===== src/rtl/i2s_dac_multi.sv =====
// Multi-lane I2S / left-justified DAC serialiser with a frame FIFO in front.
// NCH stereo lanes share one BCLK/DACLRC pair; each frame is 64 slots of 2*DIV clocks.
module i2s_dac_multi #(
  parameter int NCH   = 2,
  parameter int SW    = 16,
  parameter int DIV   = 4,
  parameter int DEPTH = 8,
  parameter int I2S   = 1
) (
  input  logic                      CLK,
  input  logic                      RESET_N,
  input  logic                      EN,
  input  logic                      WR_VALID,
  input  logic [NCH*2*SW-1:0]       WR_DATA,
  output logic                      WR_READY,
  output logic [$clog2(DEPTH):0]    FIFO_LEVEL,
  output logic                      UNDERRUN,
  input  logic                      UNDER_CLR,
  output logic                      BCLK,
  output logic                      DACLRC,
  output logic [NCH-1:0]            DACDAT
);

  localparam int FW = NCH * 2 * SW;
  localparam int AW = $clog2(DEPTH);
  localparam int LW = AW + 1;
  localparam int DW = (DIV > 1) ? $clog2(DIV) : 1;
  localparam logic [DW-1:0] DIV_LAST = DW'(DIV - 1);

  typedef enum logic {IDLE, RUN} state_t;

  state_t          state_q, state_d;
  logic [FW-1:0]   mem [DEPTH];
  logic [AW-1:0]   wr_ptr, rd_ptr;
  logic [LW-1:0]   level;
  logic            under_q;
  logic [DW-1:0]   div_cnt;
  logic [5:0]      bit_cnt;
  logic            bclk_q, lrc_q;
  logic [NCH-1:0]  lj_q, dly_q;
  logic [FW-1:0]   frame_q;

  logic            fifo_empty, push, pop, load, tick, fall, entry;
  logic [5:0]      next_slot;
  logic [FW-1:0]   next_frame, lane_sh;
  logic [NCH-1:0]  lj_next;

  // Left-justified bit of one lane for slot k; bits past SW shift out as zero.
  function automatic logic lj_bit(input logic [2*SW-1:0] lane, input logic [5:0] k);
    logic [SW-1:0] ch;
    ch = k[5] ? lane[2*SW-1:SW] : lane[SW-1:0];
    ch = ch << k[4:0];
    return ch[SW-1];
  endfunction

  assign fifo_empty = (level == '0);
  assign WR_READY   = (level != LW'(DEPTH));
  assign push       = WR_VALID & WR_READY;
  assign tick       = (div_cnt == DIV_LAST);
  assign fall       = tick & bclk_q;

  // NOTE: every signal driven here gets a default first, so no path leaves one unassigned and infers a latch.
  always_comb begin
    state_d = state_q;
    load    = 1'b0;
    entry   = 1'b0;
    case (state_q)
      IDLE: if (EN) begin
        state_d = RUN;
        load    = 1'b1;
        entry   = 1'b1;
      end
      RUN: begin
        if (!EN)                           state_d = IDLE;
        else if (fall && bit_cnt == 6'd63) load    = 1'b1;
      end
      default: state_d = IDLE;
    endcase
  end

  assign pop        = load & ~fifo_empty;
  assign next_frame = load ? (fifo_empty ? '0 : mem[rd_ptr]) : frame_q;
  assign next_slot  = entry ? 6'd0 : bit_cnt + 6'd1;

  always_comb begin
    lj_next = '0;
    lane_sh = '0;
    for (int n = 0; n < NCH; n++) begin
      lane_sh    = next_frame >> (n * 2 * SW);
      lj_next[n] = lj_bit(lane_sh[2*SW-1:0], next_slot);
    end
  end

  // NOTE: frame storage has no reset; the level counter alone decides which entries are valid.
  always_ff @(posedge CLK) begin
    if (push) mem[wr_ptr] <= WR_DATA;
  end

  // NOTE: state is updated with non-blocking assignments so every register samples pre-edge values.
  always_ff @(posedge CLK) begin
    if (!RESET_N) begin
      state_q <= IDLE;
      wr_ptr  <= '0;
      rd_ptr  <= '0;
      level   <= '0;
      under_q <= 1'b0;
      frame_q <= '0;
      div_cnt <= '0;
      bit_cnt <= '0;
      bclk_q  <= 1'b0;
      lrc_q   <= 1'b0;
      lj_q    <= '0;
      dly_q   <= '0;
    end else begin
      state_q <= state_d;
      frame_q <= next_frame;
      if (push) wr_ptr <= wr_ptr + 1'b1;
      if (pop)  rd_ptr <= rd_ptr + 1'b1;
      case ({push, pop})
        2'b10:   level <= level + 1'b1;
        2'b01:   level <= level - 1'b1;
        default: level <= level;
      endcase
      // A set on an empty load takes priority over a clear in the same cycle.
      if (load && fifo_empty) under_q <= 1'b1;
      else if (UNDER_CLR)     under_q <= 1'b0;

      if (state_d == IDLE) begin
        div_cnt <= '0;
        bit_cnt <= '0;
        bclk_q  <= 1'b0;
        lrc_q   <= 1'b0;
        lj_q    <= '0;
        dly_q   <= '0;
      end else if (entry) begin
        div_cnt <= '0;
        bit_cnt <= '0;
        bclk_q  <= 1'b0;
        lrc_q   <= 1'b0;
        lj_q    <= lj_next;
        dly_q   <= '0;
      end else if (tick) begin
        div_cnt <= '0;
        bclk_q  <= ~bclk_q;
        if (bclk_q) begin
          bit_cnt <= next_slot;
          lrc_q   <= next_slot[5];
          lj_q    <= lj_next;
          dly_q   <= lj_q;
        end
      end else begin
        div_cnt <= div_cnt + 1'b1;
      end
    end
  end

  assign FIFO_LEVEL = level;
  assign UNDERRUN   = under_q;
  assign BCLK       = bclk_q;
  assign DACLRC     = lrc_q;
  assign DACDAT     = (I2S != 0) ? dly_q : lj_q;

endmodule


===== config.mk =====
export PLATFORM = sky130hd
export DESIGN_NAME = i2s_dac_multi
export DESIGN_NICKNAME = d
export VERILOG_FILES = /design/src/rtl/i2s_dac_multi.sv
export SDC_FILE = /design/constraint.sdc
export NUM_CORES = 1
export LEC_CHECK = 0
export BUFFER_PORTS_ARGS = -buffer_cell sky130_fd_sc_hd__buf_2
export CORE_UTILIZATION = 56
export CTS_BUF_LIST = sky130_fd_sc_hd__clkbuf_16
export DETAILED_ROUTE_END_ITERATION = 10
export PLACE_DENSITY = 0.72
export SYNTH_ARGS = -nofsm -noshare
export SYNTH_HDL_FRONTEND = slang
export SYNTH_SLANG_ARGS = --single-unit

===== constraint.sdc =====
create_clock -name CLK -period 7.75 [get_ports CLK]
set_clock_uncertainty 0.05 [all_clocks]
set_input_delay 0.775 -clock CLK [delete_from_list [all_inputs] [get_ports CLK]]
set_output_delay 0.775 -clock CLK [all_outputs]
set_load 0.01 [all_outputs]

# Word-level counts from Yosys, hierarchy flattened
# Memories as Yosys holds them, arrays and structs flattened. A register that Yosys moved wholly into a read port is not among the register bits.
# Index checks and enable logic that the tools add are counted.
[classes] shifts=2 mux=20 bitwise=8 n_reduce_logical=12 eq_ne=5 n_addsub=6
[op_table] cell="2-to-1 mux 64 bit" n=2
[op_table] cell="2-to-1 mux 16 bit" n=2
[op_table] cell="<< shifter 16 x 5 -> 16 bit" n=2
[op_table] cell="2-to-1 mux 1 bit" n=8
[op_table] cell="one-hot mux 4 bit (2 select lines)" n=1
[op_table] cell="nonzero test 2 bit" n=4
[op_table] cell="adder 3 x 1 -> 3 bit (second input constant)" n=2
[op_table] cell="adder 6 x 1 -> 6 bit (second input constant)" n=1
[op_table] cell="equality test 6 bit (second input constant)" n=1
[op_table] cell="2-to-1 mux 2 bit" n=3
[op_table] cell="2-to-1 mux 3 bit" n=2
[op_table] cell="2-to-1 mux 6 bit" n=1
[op_table] cell="AND reduction 2 bit" n=3
[op_table] cell="inverter 1 bit" n=5
[op_table] cell="adder 4 x 1 -> 4 bit (second input constant)" n=1
[op_table] cell="equality test 2 bit (second input constant)" n=2
[op_table] cell="zero test 4 bit" n=1
[op_table] cell="inequality test 4 bit (second input constant)" n=1
[op_table] cell="OR reduction 4 bit" n=1
[op_table] cell="subtractor 4 x 1 -> 4 bit (second input constant)" n=1
[op_table] cell="bitwise AND 1 bit" n=3
[op_table] cell="OR reduction 3 bit" n=1
[op_table] cell="adder 2 x 1 -> 2 bit (second input constant)" n=1
[op_table] cell="equality test 2 x 1 -> 1 bit (second input constant)" n=1
[op_table] cell="other kinds (2)" n=3
[totals] mem_count=1 inputBits=69 reg_bits=90 out_inout_bits=10 word_cells=66 ramBits=512
[memory_table] name="mem" depth=8 word_bits=64 rd=1 rd_clocked_by_memory_dff=1 write_ports=1 line_no="33" rtl="logic [FW-1:0] mem [DEPTH];"

# Depth between registers and ports, before layout
# Gate-level depths: netlist of run 1.
[depth] depth_word=12 ltp_mapped=13 mapped_depth_nobuf=12

# Least setup slack after synthesis of run 1
# OpenSTA, ideal clock, no wires.
[synth_path] path_type="register to register" startpoint="reg level[1] (netlist: FIFO_LEVEL[1])" endpoint="mem mem[1][0] (netlist bit) (enable)" setup_ns=0.667 slack_ns=-0.687 arrival_ns=7.720 synth_period_minus_slack_ns=8.437 stages_incl_launch_ff=6 required_ns=7.033 n_path_buf=1 cell_sequence="dfxtp_1 > clkbuf_1 > nor3_1 > nand2_1 > nand2_1 > nor4b_1"
[synth_between] elab_chain_cells=4
[synth_rtl] item="start, declared" line_no="35" rtl="logic [LW-1:0] level;"
[synth_rtl] item="start signal, assigned" line_no="120" rtl="2'b10: level <= level + 1'b1;"
[synth_rtl] item="start signal, assigned" line_no="121" rtl="2'b01: level <= level - 1'b1;"
[synth_rtl] item="start signal, assigned" line_no="122" rtl="default: level <= level;"
[synth_rtl] item="inequality test 4 bit" line_no="57" rtl="assign WR_READY = (level != LW'(DEPTH));"
[synth_rtl] item="named net WR_READY" line_no="15" rtl="output logic WR_READY,"
[synth_rtl] item="bitwise AND 1 bit" line_no="58" rtl="assign push = WR_VALID & WR_READY;"
[synth_rtl] item="2-to-1 mux 1 bit" line_no="96" rtl="if (push) mem[wr_ptr] <= WR_DATA;"
[synth_rtl] item="2-to-1 mux 1 bit (implied by the code)" line_no="96"
[synth_rtl] item="end, declared" line_no="33"
# The timed path passes the listed nets, and every way through them passes these cells.

# Worst setup path after layout of run 1
[layout_path] startpoint="reg div_cnt[0]" endpoint="reg level[2] (netlist: FIFO_LEVEL[2])"
[layout_between] elab_chain_cells=9 elab_cells_between_ends=11 cone_classes="eq/ne (3); mux (4); bitwise (2); reduce/logical (2)"
[layout_rtl] item="start, declared" line_no="37" rtl="logic [DW-1:0] div_cnt;"
[layout_rtl] item="start signal, assigned" line_no="152" rtl="div_cnt <= div_cnt + 1'b1;"
[layout_rtl] item="equality test 2 bit (*)" line_no="59" rtl="assign tick = (div_cnt == DIV_LAST);"
[layout_rtl] item="bitwise AND 1 bit (*)" line_no="60" rtl="assign fall = tick & bclk_q;"
[layout_rtl] item="logical AND 1 bit (*)" line_no="75" rtl="else if (fall && bit_cnt == 6'd63) load = 1'b1;"
[layout_rtl] item="2-to-1 mux 1 bit (*)" line_no="75"
[layout_rtl] item="2-to-1 mux 1 bit (*)" line_no="74" rtl="if (!EN) state_d = IDLE;"
[layout_rtl] item="one-hot mux 1 bit (2 select lines) (*)" line_no="67" rtl="case (state_q)"
[layout_rtl] item="bitwise AND 1 bit (*)" line_no="81" rtl="assign pop = load & ~fifo_empty;"
[layout_rtl] item="equality test 2 x 1 -> 1 bit / equality test 2 bit (equally long branches)" line_no="119" rtl="case ({push, pop})"
[layout_rtl] item="one-hot mux 4 bit (2 select lines) / nonzero test 2 bit (equally long branches)"
# Every way passes the cells marked *; elsewhere a longest branch is shown, timed or not.
# A chain may end at the register's enable or synchronous reset.

==> results of run 1 <==
## critical path, delay by kind of cell, from the launching register on
kind            cells  cell delay (ps)
xor+xnor            2              290
compound gates      3              510
fa+ha+maj           3              970
flops               1              310
buf+inv             1              780
simple gates        3             1350
## flip-flops by register name, summed over array words and instances, names as in the netlist, 2 cells and up, named ones only
signal / flops
mem: 512
DACDAT: 2
FIFO_LEVEL: 4
rd_ptr: 3
wr_ptr: 3
div_cnt: 2
bit_cnt: 6
frame_q: 64
lj_q: 2
## layer usage
layer	wire (um)	track usage, %
met2	23680	37.11
met1	20310	31.59
met5	30	0
met4	1266	7.969
met3	2786	3.668
## where the power goes
group | switching (mW) | internal, mW
registers | 0.102 | 3.72
logic | 0.619 | 0.485
clock network | 1.14 | 1.48
total | 1.86 | 5.68
## worst max-delay path by stage
stage | slack [ps] | depth (start not counted) | from | end
6_report | 3390 | 12 | div_cnt[0] | FIFO_LEVEL[2]
5_1_grt | 3050 | 12 | div_cnt[0] | FIFO_LEVEL[2]
4_1_cts | 3430 | 12 | div_cnt[0] | FIFO_LEVEL[2]
3_5_place_dp | 3080 | 12 | EN | FIFO_LEVEL[2]
3_3_place_gp | 3230 | 12 | EN | FIFO_LEVEL[2]
2_1_floorplan | -690 | 5 | FIFO_LEVEL[1] | mem[1][0]
## synth_stat cells, drive strengths merged, types with 3 or more instances
cell type,n
a2111oi,5
a211oi,6
a21boi,6
a21o,5
a21oi,15
a221oi,5
a22o,7
a22oi,22
a31oi,4
a32oi,4
and2,59
buf,49
clkbuf,29
dfxtp,92
edfxtp,512
ha,7
mux2,12
mux2i,83
mux4,109
nand2,73
nand2b,4
nand3,22
nand3b,3
nor2,22
nor2b,21
nor3,13
nor3b,3
nor4,8
o21ai,44
o311ai,9
o31ai,6
xnor2,9
xor2,5
## cell families (layout without fill, tap and decap cells)
family | after synthesis | count (layout) | synth area share [%]
buffers and inverters | 81 | 213 | 2.044
flip-flops | 604 | 604 | 72.50
AND/OR/NAND/NOR | 239 | 239 | 5.385
multiplexers | 204 | 204 | 14.40
XOR/XNOR | 14 | 14 | 0.5163
adder cells (fa/ha/maj) | 7 | 7 | 0.3688
AO/OA/AOI/OAI | 159 | 159 | 4.784
other | 0 | 1 | 0
## per-stage QoR
| step | setup TNS, ps | hold slack, ps | util, % | instances | worst slack (ps) |
|---|---|---|---|---|---|
| after floorplan | -95880 | 354.3 | - | 1308 | -687.1 |
| after detailed placement | 0 | 381.7 | 58.78 | 1873 | 3079 |
| final | 0 | 371.8 | 63.02 | 1980 | 3393 |
| after global routing | 0 | 369.6 | 63.02 | 1980 | 3052 |
| after global placement | 0 | 361.3 | 58.78 | 1873 | 3227 |
| after CTS | 0 | 336.2 | 63.01 | 1979 | 3431 |
## final cells by class
cell class / count / area (um^2) / share of cell area, %
inverter: 3 / 11.26 / 0.04270
tap: 539 / 674.4 / 2.557
clock buffer: 58 / 1451 / 5.503
timing repair buffer: 104 / 585.6 / 2.220
clock inverter: 48 / 319.1 / 1.210
multi-input combinational: 623 / 6102 / 23.14
sequential: 604 / 17230 / 65.32
antenna: 1 / 2.502 / 0.009488
==> impl_metrics.csv, run 1 <==
group,metric,value,unit
run_status,outcome,"finished, final reports clean",
clocking,clkTransAtPathRegs,60,ps
final_layout,fillers,2961,
timing,slew_violations,0,
worst_hold_path,holdPathEnd,"mem[6][36]",
yosys,synth.largest_area_cell,"edfxtp_1",
clocking,htreeDepth,2,
yosys,synth-async-reset-ratio,0,%
floorplanning,core,41850,um^2
floorplanning,die_w,207.9,um
floorplanning,dieArea,43230,um^2
floorplanning,row_count,75,
critical_path,r2r_start,"div_cnt[0]",
global_route,first_global_vias,12320,
timing,fmax,229.5,MHz
routing,ant_nets,0,
global_route,grt_start_max_net_pins,78,
critical_path,crit_arrival,4840,ps
floorplanning,io_pins,79,
clocking,cts_resized,0,
timing,worst_slew_margin_rel,29.52,%
clocking,cts_tree,"built",
pwr,finalPower,7.545,mW
global_route,antenna_found_initial,4,
worst_hold_path,min_path_type,"input port to flip-flop",
critical_path,rr_worst_depth,12,
final_layout,area_growth,11.06,%
global_route,grt_pass1_wl,73870,um
final_layout,layout_commonest_cell,"edfxtp_1",
clocking,clock_latency,610,ps
timing,worstMarginPinSlew,1055,ps
global_route,grt.overflow.total,0,
critical_path,startpoint_type,"flip-flop",
critical_path,crit_top_cell,"ha_1",
placed_design,portBuffers,78,
timing,min_period,4357,ps
timing,rsz0062_at_grt,"no",
critical_path,reg2reg_slack,3390,ps
yosys,ys_ff_latch,604,
clocking,root_buffer,"clkbuf_16",
pwr,ir_worst_vdd,188.2,uV
yosys,syn_nets,1384,
routing,drc,0,
yosys,yosysWarnings,0,
placed_design,hpwl,27930,um
critical_path,cp_cell_sequence,"ha_1, nand2_1, o31ai_2, nand2_2, clkinv_1, ha_1, xor2_1, ha_1, a21oi_1, xor2_1, or3_1, a21boi_0",
yosys,synth_cell_types,71,
yosys,netlist_instances,1308,
routing,routed_wl,48070,um
yosys,yosys_most_used_dff,"edfxtp_1",
critical_path,crit_required,8230,ps
final_layout,final_area,26370,um^2
yosys,synth_area_leaders,"edfxtp_1, mux4_2, dfxtp_1, mux2i_1, and2_1",
yosys,synth_area_per_cell,18.16,um^2
clocking,cts_max_path_buffers,3,
pwr,p_leak,8.357,nW
critical_path,reg2reg_to,"FIFO_LEVEL[2]",
clocking,postCtsHoldBufs,0,
critical_path,slowest_delay,780,ps
timing,finalCritPeriodShare,56.22,%
worst_hold_path,hp-start,"WR_DATA[36]",
final_layout,drive_gt1_share,22.71,%
worst_hold_path,min_path_cells,1,
global_route,grt_usage,22.79,%
clocking,cts_setup_buffers,0,
routing,dr.pass1.iters,5,
critical_path,critical_path_class,"flip-flop to flip-flop",
routing,vias,12020,
clocking,cts_made_buffers,58,
yosys,ys_seq_area_share,72.50,%
critical_path,worstPathMaxFanout,40,
yosys,yosysTopAreaCellShare,64.74,%
yosys,synth_edf_count,512,
timing,finalHoldViolations,0,
floorplanning,die_h,207.9,um
final_layout,most-common-layout-cells,"edfxtp_1, mux4_2, dfxtp_1",
final_layout,layout.nets,1470,
flow_run,drv_cap,0,
critical_path,endpoint_kind,"flip-flop",
routing,avgRoutedWirePerCell,24.28,um
placed_design,gp_congestion,0.9038,
placed_design,postPlaceCellArea,24600,um^2
pwr,p_per_area,286.1,nW/um^2
floorplanning,start_util,56.74,%
critical_path,cp_slowest_cell,"clkinv_1",
clocking,clkSinkCount,604,
routing,viasPerCell,6.070,
timing,setup_violations,0,
routing,drt_iter0_markers,1258,
yosys,syn_area,23750,um^2
Note: power is estimated with default switching activity, not from simulation.
==> run 2: changes to the inputs <==
Settings changed: ABC_AREA set to 1, CORE_UTILIZATION 56 to 60, PLACE_DENSITY 0.72 to 0.73.
Clock period 7.75 ns to 4.2 ns, I/O delays scaled along.
==> run 2 against run 1 <==
  * Sequential power up 76%
  * Clock power increased by 100%
  * Routed wire length grew 19%
  * Critical path depth rose by 4
  * Die area about the same
  * Via count is 47% higher
  * Worst hold slack lost 340 ps
  * Power up 72%
  * First-iteration DRC count is 35% higher
  * Combinational power down 8%
  * Utilization rose by 4.6 points
  * Global-route usage increased by 4.2 points
  * Critical path type unchanged
  * Largest power group unchanged
  * Highest routed layer unchanged
==> impl_metrics.csv, run 2 <==
group,metric,value,unit
clocking,clkTransAtPathRegs,60,ps
yosys,synth_edf_count,512,
routing,ant_nets,0,
yosys,ys_seq_area_share,67.67,%
routing,dr.pass1.iters,5,
final_layout,layout.nets,2696,
yosys,yosys_most_used_dff,"edfxtp_1",
pwr,p_leak,11.71,nW
global_route,grt_pass1_wl,90580,um
floorplanning,io_pins,79,
final_layout,reg_top3,"mem: 512 flops, frame_q: 64 flops, bit_cnt: 6 flops",
clocking,clock_latency,610,ps
yosys,yosysTopAreaCellShare,60.43,%
final_layout,layout_commonest_cell,"nand2_1",
final_layout,max_flop_register,"mem",
timing,setup_violations,0,
pwr,p_per_area,460.0,nW/um^2
yosys,ys_top_cells_by_count,"nand2_1, edfxtp_1, inv_1",
timing,fmax,308.4,MHz
routing,dr_wl_met2,27290,um
yosys,syn_nets,2649,
clocking,htreeDepth,2,
yosys,synth.most_common_cell,"nand2_1",
placed_design,hpwl,29910,um
yosys,ys_ff_latch,604,
floorplanning,die_h,207.9,um
floorplanning,die_w,207.9,um
clocking,cts_made_buffers,60,
pwr,finalPower,13.01,mW
worst_hold_path,min_path_type,"input port to flip-flop",
routing,wl_met3,4236,um
critical_path,rr_worst_depth,16,
final_layout,most-common-layout-cells,"nand2_1, edfxtp_1, inv_1",
final_layout,area_growth,11.20,%
placed_design,gp_congestion,0.8187,
run_status,outcome,"finished, final reports clean",
yosys,syn_area,25440,um^2
critical_path,crit_required,4640,ps
routing,routed_wl,57390,um
clocking,cts_max_path_buffers,3,
critical_path,worstPathMaxFanout,241,
timing,worst_slew_margin_rel,11.08,%
routing,viasPerCell,5.493,
worst_hold_path,min_path_cells,1,
floorplanning,row_count,75,
routing,drt_iter0_markers,1703,
timing,worstMarginPinSlew,1334,ps
critical_path,reg2reg_slack,960,ps
yosys,synth_area_per_cell,9.888,um^2
timing,finalCritPeriodShare,77.20,%
routing,vias,17640,
routing,avgRoutedWirePerCell,17.87,um
clocking,clkSinkCount,604,
routing,drc,0,
floorplanning,core,41850,um^2
floorplanning,start_util,60.79,%
final_layout,largest_register_ffs,512,
timing,min_period,3243,ps
global_route,antenna_found_initial,7,
global_route,grt.overflow.total,0,
yosys,yosysWarnings,0,
clocking,root_buffer,"clkbuf_16",
floorplanning,dieArea,43230,um^2
final_layout,drive_gt1_share,8.012,%
yosys,netlist_instances,2573,
worst_hold_path,holdPathEnd,"mem[4][41]",
pwr,ir_worst_vdd,411.9,uV
critical_path,crit_arrival,3680,ps
critical_path,reg2reg_to,"lj_q[1]",
global_route,grt_start_max_net_pins,242,
global_route,grt_usage,27.01,%
placed_design,portBuffers,78,
critical_path,endpoint_kind,"flip-flop",
yosys,synth.largest_area_cell,"edfxtp_1",
routing,wl_met1,24200,um
final_layout,fin_util,67.60,%
critical_path,startpoint_type,"flip-flop",
yosys,synth_area_leaders,"edfxtp_1, nand2_1, dfxtp_1, nand3_1, inv_1",
timing,rsz0062_at_grt,"no",
worst_hold_path,hp-start,"WR_DATA[41]",
timing,slew_violations,0,
critical_path,critical_path_class,"flip-flop to flip-flop",
yosys,synth_cell_types,31,
global_route,first_global_vias,16960,
clocking,cts_tree,"built",
flow_run,drv_cap,0,
routing,top_layer_used,"met5",
yosys,synth-async-reset-ratio,0,%
timing,finalHoldViolations,0,
[run 2: cell types whose count changed after synthesis, sizes merged, moves of 59 or more]
cell	change
nand3	+169
o21ai	+90
mux2i	-83
inv	+234
a21oi	+72
and2	-59
nor2	+157
nand2	+920
mux4	-109
[run 2: cell type report]
| cell class | count | area [um^2] |
|---|---|---|
| Fill cell | 3072 | 13560 |
| Sequential cell | 604 | 17230 |
| Clock buffer | 62 | 1551 |
| Inverter | 237 | 895.9 |
| Clock inverter | 51 | 417.9 |
| Tap cell | 539 | 674.4 |
| Timing Repair Buffer | 112 | 798.3 |
| Antenna cell | 2 | 5.005 |
| Multi-Input combinational cell | 1605 | 6723 |
[run 2: worst max path at each step]
stage                        startpoint   endpoint  slack, ps  cells past startpoint
after global routing          flip-flop    lj_q[1]        720                     17
after detailed placement      flip-flop    lj_q[1]       1100                     17
after global placement        flip-flop    lj_q[1]       1160                     15
after floorplan           FIFO_LEVEL[2]  mem[0][0]        -40                      6
final                         flip-flop    lj_q[1]        960                     16
after CTS                     flip-flop    lj_q[1]       1060                     17
[run 2: timing repair]
item | CTS | global route
endpoints found under the hold margin | 44 | 0
gates resized for setup | 0 | 0
hold buffers | 6 | 0
buffers inserted | 0 | 0
[run 2: cell families after synthesis]
family          Yosys count  synth area share, %
simple gates           1372                21.30
flops                   604                67.67
buf+inv                 364                6.162
compound gates          224                4.451
fa+ha+maj                 7               0.3442
xor+xnor                  2              0.06886
[run 2: layer usage]
| metal | track usage, % | vias to the layer above |
|---|---|---|
| met5 | 0 | - |
| met3 | 4.332 | 127 |
| met1 | 36.62 | 8311 |
| li1 | - | 8519 |
| met2 | 44.20 | 676 |
| met4 | 10.34 | 10 |
[run 2: metrics by stage]
stage	instances	area [um^2]	worst slack (ps)	TNS [ps]	hold WS, ps
after detailed placement	3091	26260	1099	0	375.8
after global placement	3091	26260	1165	0	362.5
after global routing	3212	28290	721.8	0	12.81
after floorplan	2573	25450	-36.14	-13390	354.3
after CTS	3210	28290	1061	0	0.05007
final	3212	28290	957.4	0	27.74
[run 2: worst max-delay path, cell delays in order, from the launching register on]
cell	delay, ps
dfxtp_4	620
buf_12	630
nand2_1	160
nand3_1	130
nand2_1	70
nand2_1	60
nand2_1	80
nand2_1	80
nand3_1	80
nand2_1	170
nand2_1	70
nand3_1	110
nand3_1	100
nand3_1	90
nand2_1	50
nand2_1	50
a21oi_1	50
[run 2: where the power goes]
part / leakage (nW) / switching (mW) / internal, mW
Combinational: 5.26 / 0.718 / 0.292
Sequential: 5.40 / 0.0551 / 6.67
Clock: 1.06 / 2.19 / 3.09
Total: 11.7 / 2.96 / 10.1
==> run 3: changes to the inputs <==
Clock period 4.2 ns to 3.05 ns, I/O delays scaled along.
==> run 3 against run 2 <==
  * Combinational power grew 49%
  * Count of clock-buffer cells in the layout shrank 1
  * Die area is the same
  * Critical path type unchanged
  * Flip-flop and latch count is the same
  * Critical path depth shrank 3
  * Highest routed layer is now met4
  * Non-clock buffer count grew 73
  * Routed wire length shrank 1.8%
  * Global-route usage shrank 0.50 points
  * Sequential power grew 37%
  * First-iteration DRC count shrank 1.2%
  * Cell count grew 2.0%
==> impl_metrics.csv, run 3 (same netlist as run 2, synthesis figures left out) <==
group,metric,value,unit
final_layout,fillers,3036,
pwr,p_int,13.49,mW
timing,finalHoldViolations,0,
floorplanning,dieArea,43230,um^2
clocking,root_buffer,"clkbuf_16",
placed_design,postPlaceCellArea,26420,um^2
routing,routed_wl,56330,um
clocking,clock_latency,610,ps
floorplanning,die_h,207.9,um
final_layout,most-common-layout-cells,"nand2_1, edfxtp_1, inv_1",
pwr,combPwrFrac,8.6,%
timing,worst_slew_margin_rel,48.15,%
floorplanning,row_count,75,
routing,drc,0,
final_layout,reg_top3,"mem: 512 flops, frame_q: 64 flops, bit_cnt: 6 flops",
floorplanning,core,41850,um^2
routing,drt_iter0_markers,1683,
critical_path,crit_required,3550,ps
pwr,power_frac_clock,38.6,%
timing,setup_total_negative_slack,0,ps
clocking,cts_tree,"built",
timing,fmax,392.7,MHz
global_route,grt_start_max_net_pins,158,
clocking,htreeDepth,2,
run_status,outcome,"finished, final reports clean",
routing,vias,17570,
timing,worstMarginPinSlew,776.6,ps
pwr,p_seq_share,52.8,%
final_layout,final_area,28890,um^2
timing,min_period,2547,ps
global_route,grt_pass1_wl,89380,um
clocking,clkTransAtPathRegs,60,ps
final_layout,largest_register_ffs,512,
final_layout,drive_gt1_share,7.965,%
pwr,ir_worst_vdd,559.3,uV
global_route,grt.overflow.total,0,
pwr,netSwitchingFraction,23.05,%
floorplanning,start_util,60.79,%
critical_path,startpoint_type,"flip-flop",
global_route,grt_usage,26.50,%
timing,setup_violations,0,
final_layout,multi_input_area,6723,um^2
clocking,cts_made_buffers,59,
floorplanning,io_pins,79,
pwr,finalPower,17.53,mW
global_route,antenna_found_initial,0,
critical_path,reg2reg_slack,500,ps
timing,rsz0062_at_grt,"no",
timing,finalCritPeriodShare,83.50,%
critical_path,crit_arrival,3040,ps
timing,hold_slack,147.3,ps
final_layout,layout.nets,2768,
clocking,cts_setup_buffers,0,
placed_design,dp_slack,523.3,ps
placed_design,dp_cells,3103,
final_layout,n_antenna_cell,0,
critical_path,critical_path_class,"flip-flop to flip-flop",
pwr,p_sw,4.039,mW
floorplanning,die_w,207.9,um
timing,slew_violations,0,
critical_path,worstPathMaxFanout,14,
pwr,p_leak,11.93,nW
routing,avgRoutedWirePerCell,17.19,um
routing,viasPerCell,5.363,
critical_path,endpoint_kind,"flip-flop",
routing,dr.pass1.iters,5,
worst_hold_path,min_path_type,"input port to flip-flop",
placed_design,hpwl,30230,um
placed_design,portBuffers,78,
flow_run,drv_cap,0,
final_layout,fin_util,69.02,%
final_layout,area_growth,13.53,%
clocking,clkSinkCount,604,
final_layout,layout_commonest_cell,"nand2_1",
placed_design,gp_congestion,0.8707,
clocking,cts_max_path_buffers,3,
global_route,first_global_vias,17030,
timing,layout_setup_ws,503.3,ps
final_layout,max_flop_register,"mem",
pwr,p_per_area,606.8,nW/um^2
final_layout,final_cell_count_no_fill,3276,
routing,ant_nets,0,
final_layout,regArea,17230,um^2
-- run 3: repair_timing --
item / CTS / global route
hold buffers: 67 / 0
hold endpoints to repair: 521 / 0
gates resized for setup: 0 / 0
-- run 3: worst paths after layout --
| kind | cells after the start | endpoint | from |
|---|---|---|---|
| max | 13 | lj_q[1] | bit_cnt[2] |
| min | 3 | wr_ptr[1] | WR_VALID |
| max reg2reg | 13 | lj_q[1] | bit_cnt[2] |
| min reg2reg | 1 | div_cnt[0] | div_cnt[0] |
-- run 3: worst max-delay path, cell delays in order (launching register included) --
cell      delay (ps)
dfxtp_1          430
nand4_1          180
o21bai_1         150
nand3_1          500
buf_4            420
nand3_1          100
nand2_1           80
nand2_1           60
nand3_1           90
nand3_1          110
nand3_1           80
nand2_1           90
nand2_1           50
a21oi_1          110
-- run 3: power groups by stage --
stage               combinational [mW]  clock (mW)  sequential [mW]
floorplan                        0.945           0             9.42
global placement                  1.38           0             9.42
detailed placement                1.42           0             9.43
CTS                               1.50        6.85             9.25
global route                      1.69        7.15             9.27
finish                            1.50        6.77             9.25
-- run 3: metal layers --
layer,GRT usage (%),routed length (um),vias up,part of all wire [%]
met1,36.08,23640,8320,42
met3,4.000,3773,90,6.7
met2,44.04,27580,536,49
met4,8.812,1333,0,2.4
li1,-,-,8622,-
met5,0,0,-,0
-- run 3: area by class of cell --
| type | count | area share [%] |
|---|---|---|
| inverters | 237 | 3.101 |
| well taps | 539 | 2.335 |
| multi-input cells | 1605 | 23.27 |
| clock inverters | 45 | 0.9226 |
| flip-flops and latches | 604 | 59.63 |
| repair buffers | 185 | 5.449 |
| clock buffers | 61 | 5.285 |
